## src/rtl/ram_arb_pkg.sv

```systemverilog
// Shared types and helpers for the RAM port arbiter.
package ram_arb_pkg;

    // Widest requester count supported; tag ids are sized for it.
    localparam int unsigned MaxReq = 8;
    localparam int unsigned IdW    = 3;

    typedef enum logic [0:0] {
        StIdle,
        StOwn
    } arb_state_e;

    typedef struct packed {
        logic           valid;
        logic [IdW-1:0] id;
    } rd_tag_t;

    // One-hot round-robin pick among the first num bits of req, starting after last.
    function automatic logic [MaxReq-1:0] rr_pick(input logic [MaxReq-1:0] req,
                                                  input logic [IdW-1:0]    last,
                                                  input int unsigned       num);
        logic [MaxReq-1:0] pick;
        int unsigned       idx;
        pick = '0;
        for (int unsigned k = 1; k <= MaxReq; k++) begin
            idx = (32'(last) + k) % num;
            if (k <= num && pick == '0 && req[idx[IdW-1:0]]) begin
                pick[idx[IdW-1:0]] = 1'b1;
            end
        end
        return pick;
    endfunction

endpackage

```

## src/rtl/ram_arb_rd_track.sv

```systemverilog
// Read-tag pipeline: follows each issued read for RD_LAT cycles, then strobes its issuer.
module ram_arb_rd_track
    import ram_arb_pkg::*;
#(
    parameter int unsigned NUM_REQ = 4,
    parameter int unsigned RD_LAT  = 2
) (
    input  logic               clk_i,
    input  logic               rst_i,
    input  logic               push_i,
    input  logic [IdW-1:0]     push_id_i,
    output logic [NUM_REQ-1:0] rvalid_o,
    output logic               pending_o
);

    rd_tag_t pipe_q [RD_LAT];

    // Shift tags one stage per cycle; reset drops every in-flight read.
    always_ff @(posedge clk_i or posedge rst_i) begin
        if (rst_i) begin
            for (int i = 0; i < RD_LAT; i++) begin
                pipe_q[i] <= '0;
            end
        end else begin
            pipe_q[0] <= '{valid: push_i, id: push_id_i};
            for (int i = 1; i < RD_LAT; i++) begin
                pipe_q[i] <= pipe_q[i-1];
            end
        end
    end

    // Decode the tail tag to a one-hot return strobe and flag any read in flight.
    always_comb begin
        rvalid_o  = '0;
        pending_o = 1'b0;
        for (int i = 0; i < NUM_REQ; i++) begin
            rvalid_o[i] = pipe_q[RD_LAT-1].valid && (pipe_q[RD_LAT-1].id == IdW'(i));
        end
        for (int i = 0; i < RD_LAT; i++) begin
            pending_o = pending_o | pipe_q[i].valid;
        end
    end

endmodule

```

## src/rtl/ram_port_arbiter.sv

```systemverilog
// Round-robin arbiter sharing one synchronous single-port RAM among NUM_REQ requesters.
module ram_port_arbiter
    import ram_arb_pkg::*;
#(
    parameter int unsigned NUM_REQ   = 4,
    parameter int unsigned AW        = 10,
    parameter int unsigned DW        = 32,
    parameter int unsigned RD_LAT    = 2,
    parameter int unsigned BURST_MAX = 4
) (
    input  logic                  clk,
    input  logic                  rst,
    input  logic [NUM_REQ-1:0]    req_i,
    input  logic [NUM_REQ-1:0]    lock_i,
    input  logic [NUM_REQ-1:0]    we_i,
    input  logic [NUM_REQ*AW-1:0] addr_i,
    input  logic [NUM_REQ*DW-1:0] wdata_i,
    output logic [NUM_REQ-1:0]    gnt_o,
    output logic [NUM_REQ-1:0]    rvalid_o,
    output logic [DW-1:0]         rdata_o,
    input  logic                  ram_ready_i,
    output logic                  ram_en_o,
    output logic                  ram_we_o,
    output logic [AW-1:0]         ram_addr_o,
    output logic [DW-1:0]         ram_wdata_o,
    input  logic [DW-1:0]         ram_rdata_i,
    output logic                  busy_o
);

    localparam int unsigned CntW = 5;

    arb_state_e      state_q;
    logic [IdW-1:0]  last_q;
    logic [CntW-1:0] burst_q;
    logic            ram_en_q;
    logic            ram_we_q;
    logic [AW-1:0]   ram_addr_q;
    logic [DW-1:0]   ram_wdata_q;
    logic [IdW-1:0]  ram_id_q;

    logic [MaxReq-1:0]  rr_full;
    logic [NUM_REQ-1:0] owner_oh;
    logic [NUM_REQ-1:0] gnt;
    logic               owner_req;
    logic               owner_lock;
    logic               accept;
    logic               sel_we;
    logic               sel_lock;
    logic [AW-1:0]      sel_addr;
    logic [DW-1:0]      sel_wdata;
    logic [IdW-1:0]     sel_id;
    logic [CntW-1:0]    burst_inc;
    logic               rd_pending;
    logic               unused_rr;

    assign rr_full   = rr_pick(MaxReq'(req_i), last_q, NUM_REQ);
    assign unused_rr = ^rr_full;
    assign burst_inc = burst_q + 1'b1;

    // Grant: owner-only while locked, round-robin otherwise; nothing while the RAM stalls.
    always_comb begin
        owner_oh = '0;
        for (int i = 0; i < NUM_REQ; i++) begin
            owner_oh[i] = (last_q == IdW'(i));
        end
        owner_req  = |(req_i & owner_oh);
        owner_lock = |(lock_i & owner_oh);
        gnt = '0;
        if (!rst && ram_ready_i) begin
            if (state_q == StOwn) begin
                gnt = owner_oh & req_i;
            end else begin
                gnt = rr_full[NUM_REQ-1:0];
            end
        end
        accept = |gnt;
    end

    // Mux the winning requester's command fields.
    always_comb begin
        sel_we    = 1'b0;
        sel_lock  = 1'b0;
        sel_addr  = '0;
        sel_wdata = '0;
        sel_id    = '0;
        for (int i = 0; i < NUM_REQ; i++) begin
            if (gnt[i]) begin
                sel_we    = we_i[i];
                sel_lock  = lock_i[i];
                sel_addr  = addr_i[i*AW +: AW];
                sel_wdata = wdata_i[i*DW +: DW];
                sel_id    = IdW'(i);
            end
        end
    end

    // Arbitration FSM plus the registered RAM command.
    always_ff @(posedge clk or posedge rst) begin
        if (rst) begin
            state_q     <= StIdle;
            last_q      <= IdW'(NUM_REQ - 1);
            burst_q     <= '0;
            ram_en_q    <= 1'b0;
            ram_we_q    <= 1'b0;
            ram_addr_q  <= '0;
            ram_wdata_q <= '0;
            ram_id_q    <= '0;
        end else begin
            ram_en_q <= accept;
            if (accept) begin
                ram_we_q    <= sel_we;
                ram_addr_q  <= sel_addr;
                ram_wdata_q <= sel_wdata;
                ram_id_q    <= sel_id;
            end
            unique case (state_q)
                StIdle: begin
                    if (accept) begin
                        last_q  <= sel_id;
                        burst_q <= CntW'(1);
                        // A burst limit of one already exhausts the lock on the first grant.
                        if (sel_lock && BURST_MAX > 1) begin
                            state_q <= StOwn;
                        end
                    end
                end
                StOwn: begin
                    if (!owner_req) begin
                        state_q <= StIdle;
                    end else if (accept) begin
                        burst_q <= burst_inc;
                        // last_q stays on the owner, so a forced exit resumes at owner+1.
                        if (!owner_lock || burst_inc >= CntW'(BURST_MAX)) begin
                            state_q <= StIdle;
                        end
                    end
                end
                default: state_q <= StIdle;
            endcase
        end
    end

    ram_arb_rd_track #(
        .NUM_REQ (NUM_REQ),
        .RD_LAT  (RD_LAT)
    ) u_rd_track (
        .clk_i     (clk),
        .rst_i     (rst),
        .push_i    (ram_en_q & ~ram_we_q),
        .push_id_i (ram_id_q),
        .rvalid_o  (rvalid_o),
        .pending_o (rd_pending)
    );

    assign gnt_o       = gnt;
    assign ram_en_o    = ram_en_q;
    assign ram_we_o    = ram_we_q;
    assign ram_addr_o  = ram_addr_q;
    assign ram_wdata_o = ram_wdata_q;
    assign rdata_o     = (|rvalid_o) ? ram_rdata_i : '0;
    assign busy_o      = (state_q == StOwn) | rd_pending;

endmodule

```

## config.mk

```make
export PLATFORM = sky130hd
export DESIGN_NAME = ram_port_arbiter
export DESIGN_NICKNAME = d
export VERILOG_FILES = /design/src/rtl/ram_arb_pkg.sv /design/src/rtl/ram_arb_rd_track.sv /design/src/rtl/ram_port_arbiter.sv
export SDC_FILE = /design/constraint.sdc
export NUM_CORES = 1
export LEC_CHECK = 0
export CAP_MARGIN = 25
export CORE_AREA = 2 2 117 119
export CTS_CLUSTER_DIAMETER = 100
export DETAILED_ROUTE_END_ITERATION = 10
export DIE_AREA = 0 0 119 121
export PLACE_DENSITY = 0.74
export REMOVE_ABC_BUFFERS = 1
export SLEW_MARGIN = 20
export SYNTH_ARGS = -nofsm -noshare
export SYNTH_HDL_FRONTEND = slang
export SYNTH_SLANG_ARGS = --single-unit
```

## constraint.sdc

```tcl
create_clock -name clk -period 7.1 [get_ports clk]
set_input_delay 2.13 -clock clk [delete_from_list [all_inputs] [get_ports clk]]
set_output_delay 2.13 -clock clk [all_outputs]
set_load 0.05 [all_outputs]
```

==> results by group, run 1 <==
Die
  • IO Count: 300
  • Initial Utilization: a little under a third
  • DIE WIDTH: between 100 and 150 um
  • Die footprint: 0.01440 sq mm
  • Die H: roughly 120 um
  • Rows: 42
  • Core Area: approximately 0.013 sq mm

Setup path
  • Worst Setup SP: req_i[2]
  • Crit-path max FO: 10
  • CP Launch Type: input port
  • Critical path type: in -> out
  • Cell Chain, Critical Path: clkdlybuf4s50_1 > mux4_2 > nand2_1 > o21ai_0 > nor4_1 > a211oi_1 > o32ai_4 > buf_12
  • R2r worst-path depth: 14
  • R2r setup slk: ~2600 ps
  • CP max-delay cell: mux4_2
  • Critical path required time: approximately 5000 ps
  • CP endpoint kind: primary output
  • Crit path DAT: 4580 ps
  • Reg-to-reg startpoint: last_q[0]
  • CP max stage delay: between 600 and 700 ps
  • R2r endpoint: burst_q[2]
  • Crit path to: gnt_o[0]

Final layout
  • Share of layout cells above drive strength 1: 6.324%
  • Final nets: around 980
  • Area Growth Syn to Fin: 85.30%
  • ANT cells: 0
  • Design Area, Final: approximately 0.0074 sq mm
  • Final Util: 56.89%

Clock tree
  • Postcts setup bufs: 0
  • Clock Pin Slew Worst Setup and Hold Paths: 50 ps
  • Skew-Pair Late Insertion Delay: around 330 ps
  • H-tree depth: 3
  • CTS Root Cell: clkbuf_16
  • Clk buf depth: 2
  • Cts repair resizes: 0
  • Clk sinks: 60
  • Hold buffer count at CTS: 0
  • CTS tree: yes
  • CTS Buf Count: 9

Route
  • Via count: around 4,800
  • WL per Instance: 17.56 um
  • Vias/cell: between 5 and 6
  • DRT iter0 DRCs: between 200 and 250
  • # DRC: 0
  • Final wirelength: approximately 16,000 um
  • Detail Route Antenna Nets: 0
  • Drt pass-1 iters: 6

Logic synthesis
  • Ys Warns: 0
  • Synth top area share: 36.13%
  • Synth top area cells: dfrtp_1 (36%), a221o_1 (10%), nand2_1 (6.5%)
  • Cell taking the most area after synthesis: dfrtp_1
  • Sequential-to-total area share from yosys stat: between 30% and 40%
  • Ys async rst share: between 90% and 100%
  • Synth Area per Inst: between 8 and 9 sq um
  • Synthesized flop and latch total: 60
  • EDFF count, synth: 0
  • Mapped Cells: between 400 and 500
  • Post-synth top flop: dfrtp_1
  • Synth Cell Area: ~0.004 sq mm
  • Synth cell types: 52

Global route
  • Initial antenna violation count: 0
  • First-pass GRT wire length: roughly 25,000 um
  • Pin count of the biggest net entering global routing: 61
  • Overall Global Routing Usage: between 20 and 25%
  • Total grt overflow: 0
  • Vias in the first global route: between 4,000 and 5,000

STA
  • Endpoints failing setup: 0
  • RSZ-0062 raised after global routing: no
  • Skew final: approximately 7 ps
  • Slew Limit Fails: 0
  • Slew Limit Headroom: between 30 and 40%
  • Tcrit/Tclk final: approximately 95%
  • Slew @ Worst Pin: between 900 and 1000 ps
  • Final-report hold violation count: 0
  • Min cycle time layout: approximately 6700 ps
  • Peak Freq: between 100 and 150 MHz

Placed design
  • Final HPWL DP: roughly 12,000 um
  • GPL Wtd Cong: between 0.9 and 1
  • Placed cell area: 0.007108 sq mm
  • Port bufs: around 300

Pwr
  • Peak supply drop: a little over 0.0002 V
  • Power density over cell area: approximately 420 mW/mm^2
  • Leak: 3.019 nW

Status
  • Status: finished, final reports clean

Flow run
  • # Max-Cap Violations: 0

Worst hold path
  • Hold Path Class: reg -> reg
-- critical path: cells and delay by family --
kind,cells,cell delay (ps)
AOI/OAI and AO/OA,3,670
buffers and inverters,2,680
muxes,1,620
and+or+nand+nor,2,480
-- registers in the layout (all words and copies together) (netlist names) --
| name | flops |
|---|---|
| ram_wdata_o | 32 |
| ram_addr_o | 10 |
| u_rd_track.pipe_q | 6 |
| burst_q | 5 |
| last_q | 2 |
| ram_id_q | 2 |
| ram_en_o | 1 |
| ram_we_o | 1 |
| state_q | 1 |
-- power breakdown --
part           switching (mW)  total [mW]  internal (mW)
logic                    1.27        2.02          0.754
clock network           0.159       0.485          0.327
registers               0.113       0.625          0.512
-- cell type report --
class,count,area (sq um)
Clock buffer,11,252.7
Clock inverter,5,83.83
Fill cell,1167,5640
Inverter,13,48.80
Multi-Input combinational cell,365,2257
Sequential cell,60,1504
Tap cell,176,220.2
Timing Repair Buffer,305,3078
-- how the worst min path moves through the flow --
| stage | slack (ps) | startpoint | cells after the start | to |
|---|---|---|---|---|
| 2_1_floorplan | 330 | u_rd_track.pipe_q[4] | 0 | u_rd_track.pipe_q[0] |
| 3_3_place_gp | 340 | u_rd_track.pipe_q[5] | 0 | u_rd_track.pipe_q[1] |
| 3_5_place_dp | 340 | u_rd_track.pipe_q[5] | 0 | u_rd_track.pipe_q[1] |
| 4_1_cts | 350 | u_rd_track.pipe_q[5] | 0 | u_rd_track.pipe_q[1] |
| 5_1_grt | 360 | u_rd_track.pipe_q[5] | 0 | u_rd_track.pipe_q[1] |
| 6_report | 340 | u_rd_track.pipe_q[5] | 0 | u_rd_track.pipe_q[1] |
-- logic make-up after synthesis --
family          after synthesis  share of synthesized area (%)
simple gates                184                          21.64
compound gates              166                          28.68
buf+inv                      50                          6.633
mux                           5                          2.492
fa+ha+maj                    10                          3.114
flops                        60                          37.43
-- synth_stat cells, types with 2 or more instances --
library cell and number:
clkbuf_1 17, nand2_1 70, o21ai_1 39, o211ai_1 3, or4_1 2, o31ai_1 3, ha_1 10, nor4_1 2
dfstp_2 2, buf_6 8, a221o_1 42, buf_4 2, dfrtp_1 58, o211ai_2 2, nor3b_1 2, a22oi_1 3
mux4_2 4, nor3_1 4, o31a_1 2, inv_1 11, o21ai_0 12, a21oi_1 47, and3b_1 2, buf_2 9
inv_2 2, nor2b_1 2, nor2_1 56, and2_1 33, nand3_1 3
-- cells in the final DEF (no fill, tap or decap), types with 3 or more instances in the layout --
master and n:
a221o_1 42, o31ai_1 3, clkbuf_16 9, and2_1 32
ha_1 10, buf_4 6, nand3_1 3, clkdlybuf4s50_1 295
nor2_1 55, inv_2 3, nor3_1 4, o21ai_0 12
o211ai_1 3, a22oi_1 3, dfrtp_1 58, a21oi_1 47
inv_1 10, buf_12 4, nand2_1 70, mux4_2 4
o21ai_1 39
-- routing by layer --
layer  routed length, um  up-vias  GRT usage [%]
li1                    -     2265              -
met1                5965     2240          24.57
met2                8378      289          39.83
met3                1757       28          8.647
met4                 321        0          6.399
met5                   0        -              0
-- metrics by stage --
| stage | hold slack (ps) | instances | power (mW) | setup WS (ps) | setup TNS [ps] |
|---|---|---|---|---|---|
| 3_5_place_dp | 335.6 | 919 | 2.653 | 458.5 | 0 |
| 3_3_place_gp | 339.5 | 919 | 2.617 | 565.1 | 0 |
| 4_1_cts | 347.5 | 935 | 3.154 | 459.1 | 0 |
| 6_report | 344.3 | 935 | 3.131 | 388.4 | 0 |
| 5_1_grt | 359.9 | 935 | 3.325 | 267.2 | 0 |
| 2_1_floorplan | 331.2 | 438 | 1.914 | -1028 | -4917 |
Note: power is estimated with default switching activity, not from simulation.
==> inputs of run 2 (changes only) <==
--- a/config.mk
+++ b/config.mk
@@ -12,6 +12,8 @@
 export DIE_AREA = 0 0 119 121
 export PLACE_DENSITY = 0.74
 export REMOVE_ABC_BUFFERS = 1
+export SETUP_SLACK_MARGIN = 0.2
+export SKIP_CTS_REPAIR_TIMING = 1
 export SLEW_MARGIN = 20
 export SYNTH_ARGS = -nofsm -noshare
 export SYNTH_HDL_FRONTEND = slang
==> results of run 2 <==
Final layout, timing and power as in run 1 (identical DEF).
==> inputs of run 3 (changes only) <==
--- a/config.mk
+++ b/config.mk
@@ -6,15 +6,14 @@
 export NUM_CORES = 1
 export LEC_CHECK = 0
 export CAP_MARGIN = 25
-export CORE_AREA = 2 2 117 119
+export CORE_AREA = 2 2 116 118
 export CTS_CLUSTER_DIAMETER = 100
 export DETAILED_ROUTE_END_ITERATION = 10
-export DIE_AREA = 0 0 119 121
-export PLACE_DENSITY = 0.74
+export DIE_AREA = 0 0 118 120
+export DONT_BUFFER_PORTS = 1
 export REMOVE_ABC_BUFFERS = 1
 export SETUP_SLACK_MARGIN = 0.2
 export SKIP_CTS_REPAIR_TIMING = 1
-export SLEW_MARGIN = 20
 export SYNTH_ARGS = -nofsm -noshare
 export SYNTH_HDL_FRONTEND = slang
 export SYNTH_SLANG_ARGS = --single-unit
==> results by group, run 3 (synthesis gave the netlist of run 1 again) <==
Status
  • Status: finished, final reports clean

Pwr
  • Peak supply drop: 0.0002162 V (+5.0%)
  • Power density over cell area: 598.8 mW/mm^2 (+42%)
  • Seq pwr share: 41.3% (+21 points)
  • Pint: 1.197 mW (-25%)
  • Leak: 1.857 nW (-39%)
  • Clk pwr share: 18.1% (+2.6 points)
  • Switching Fraction: 54.68% (+5.5 points)
  • Psw: 1.445 mW (-6.1%)
  • Post-layout total power: 2.642 mW (-16%)
  • Combinational share of power: 40.6% (-24 points)

Route
  • Final wirelength: 13,910 um (-15%)
  • Drt pass-1 iters: 5 (-1)
  • Detail Route Antenna Nets: 0 (unchanged)
  • DRT iter0 DRCs: 303 (+22%)
  • Via count: 3,724 (-23%)
  • WL per Instance: 21.84 um (+24%)
  • Vias/cell: 5.846 (+13%)
  • # DRC: 0 (unchanged)

Flow run
  • # Max-Cap Violations: 0 (unchanged)

Clock tree
  • Clock Pin Slew Worst Setup and Hold Paths: 50 ps (about the same)
  • H-tree depth: 3 (unchanged)
  • Skew-Pair Late Insertion Delay: 330 ps (about the same)
  • Clk sinks: 60 (unchanged)
  • CTS Buf Count: 9 (unchanged)
  • CTS Root Cell: clkbuf_16
  • CTS tree: yes
  • Clk buf depth: 2 (unchanged)

Setup path
  • Critical path required time: 4970 ps (about the same)
  • Reg-to-reg startpoint: last_q[0]
  • Crit path DAT: 4130 ps (-450 ps)
  • R2r setup slk: 2470 ps (-110 ps)
  • R2r endpoint: ram_addr_o[8]
  • Critical path type: in -> out
  • Crit-path max FO: 10 (unchanged)
  • CP Launch Type: input port
  • R2r worst-path depth: 11 (-3)
  • CP endpoint kind: primary output

Worst hold path
  • WHS Endpoint: u_rd_track.pipe_q[1]
  • Worst hold start: u_rd_track.pipe_q[5]
  • Hold-critical path depth: 0 (unchanged)
  • Hold Path Class: reg -> reg

Global route
  • Vias in the first global route: 3,607 (-25%)
  • Initial antenna violation count: 1 (+1)
  • First-pass GRT wire length: 20,740 um (-18%)
  • Total grt overflow: 0 (unchanged)
  • Pin count of the biggest net entering global routing: 61 (unchanged)
  • Overall Global Routing Usage: 19.37% (-2.9 points)

Final layout
  • Area Growth Syn to Fin: 9.810%
  • Most frequent cells in the layout: nand2_1 (70), dfrtp_1 (58), nor2_1 (55)
  • Final nets: 680 (-31%)
  • Share of layout cells above drive strength 1: 9.348% (+3.0 points)
  • Register area: 0.001504 sq mm (unchanged)
  • Layout fillers: 1,342 (+15%)
  • Commonest non-fill, non-tap cell in the layout: nand2_1
  • Max FFs per register: 32 (unchanged)
  • Area of the multi-input gates: 0.002262 sq mm (+0.22%)

Placed design
  • Port bufs: 0 (-100%)
  • Final HPWL DP: 10,470 um (-16%)
  • Pre-CTS setup slack: 900.5 ps (+442.1 ps)
  • GPL Wtd Cong: 0.8654 (-6.1%)

Die
  • Core Area: 0.01298 sq mm (-0.80%)
  • DIE WIDTH: 118 um (-0.84%)
  • Rows: 42 (unchanged)
  • Die H: 120 um (-0.83%)
  • IO Count: 300 (unchanged)
  • Die footprint: 0.01416 sq mm (-1.7%)
  • Initial Utilization: 30.95% (+0.25 points)

STA
  • Tcrit/Tclk final: 88.12% (-6.4 points)
  • Min cycle time layout: 6256 ps (-455.4 ps)
  • RSZ-0062 raised after global routing: no
  • Final setup margin: 843.7 ps (+455.4 ps)
  • Skew final: 6.901 ps (-0.2665 ps)
  • Peak Freq: 159.8 MHz (+7.3%)
  • Slew Limit Fails: 0 (unchanged)
  • Slew Limit Headroom: 37.37% (about the same)
  • Final-report hold violation count: 0 (unchanged)
  • Fin Hold WS: 345.1 ps (+0.7510 ps)
  • Sum Neg Setup Slack: 0 ps (unchanged)
  • Endpoints failing setup: 0 (unchanged)
  • Slew @ Worst Pin: 936.0 ps (-3.758 ps)
## run 3: cell type report
cell class,instances,area share (%)
Multi-Input combinational cell,365,51.28
Sequential cell,60,34.09
Clock buffer,13,5.899
Tap cell,176,4.991
Clock inverter,3,1.560
Inverter,13,1.106
Timing Repair Buffer,6,1.021
Antenna cell,1,0.05672
## run 3: critical path, stage by stage
cell and delay [ps]:
mux4_2 560, o21ai_0 140, o211ai_2 150, nor4_1 350
a211oi_1 130, o32ai_4 650
## run 3: layer usage
layer	routed length (um)	global-route usage, %
met5	0	0
met1	5279	22.17
met2	7107	33.61
met3	1108	5.513
met4	415	8.735
## run 3: power by group through the flow
stage	combinational [mW]	sequential, mW	clock (mW)
floorplan	0.866	1.05	0
global placement	1.07	1.10	0
detailed placement	1.09	1.10	0
CTS	1.09	1.09	0.495
global route	1.19	1.11	0.515
finish	1.07	1.09	0.478
## run 3: how the worst max path moves through the flow
stage,startpoint,to,slack (ps),cells past startpoint
3_3_place_gp,req_i[2],gnt_o[0],880,6
2_1_floorplan,rst,gnt_o[2],-1030,3
3_5_place_dp,req_i[2],gnt_o[0],900,6
5_1_grt,req_i[2],gnt_o[0],790,6
6_report,req_i[2],gnt_o[0],840,6
4_1_cts,req_i[2],gnt_o[0],890,6
## run 3: through the flow
| stage | std cells | utilization [%] | cell area [sq um] |
|---|---|---|---|
| 6_report | 637 | 33.99 | 4412 |
| 4_1_cts | 636 | 33.97 | 4409 |
| 3_5_place_dp | 620 | 31.43 | 4080 |
| 3_3_place_gp | 620 | 31.43 | 4080 |
| 5_1_grt | 637 | 33.99 | 4412 |
| 2_1_floorplan | 438 | - | 3800 |
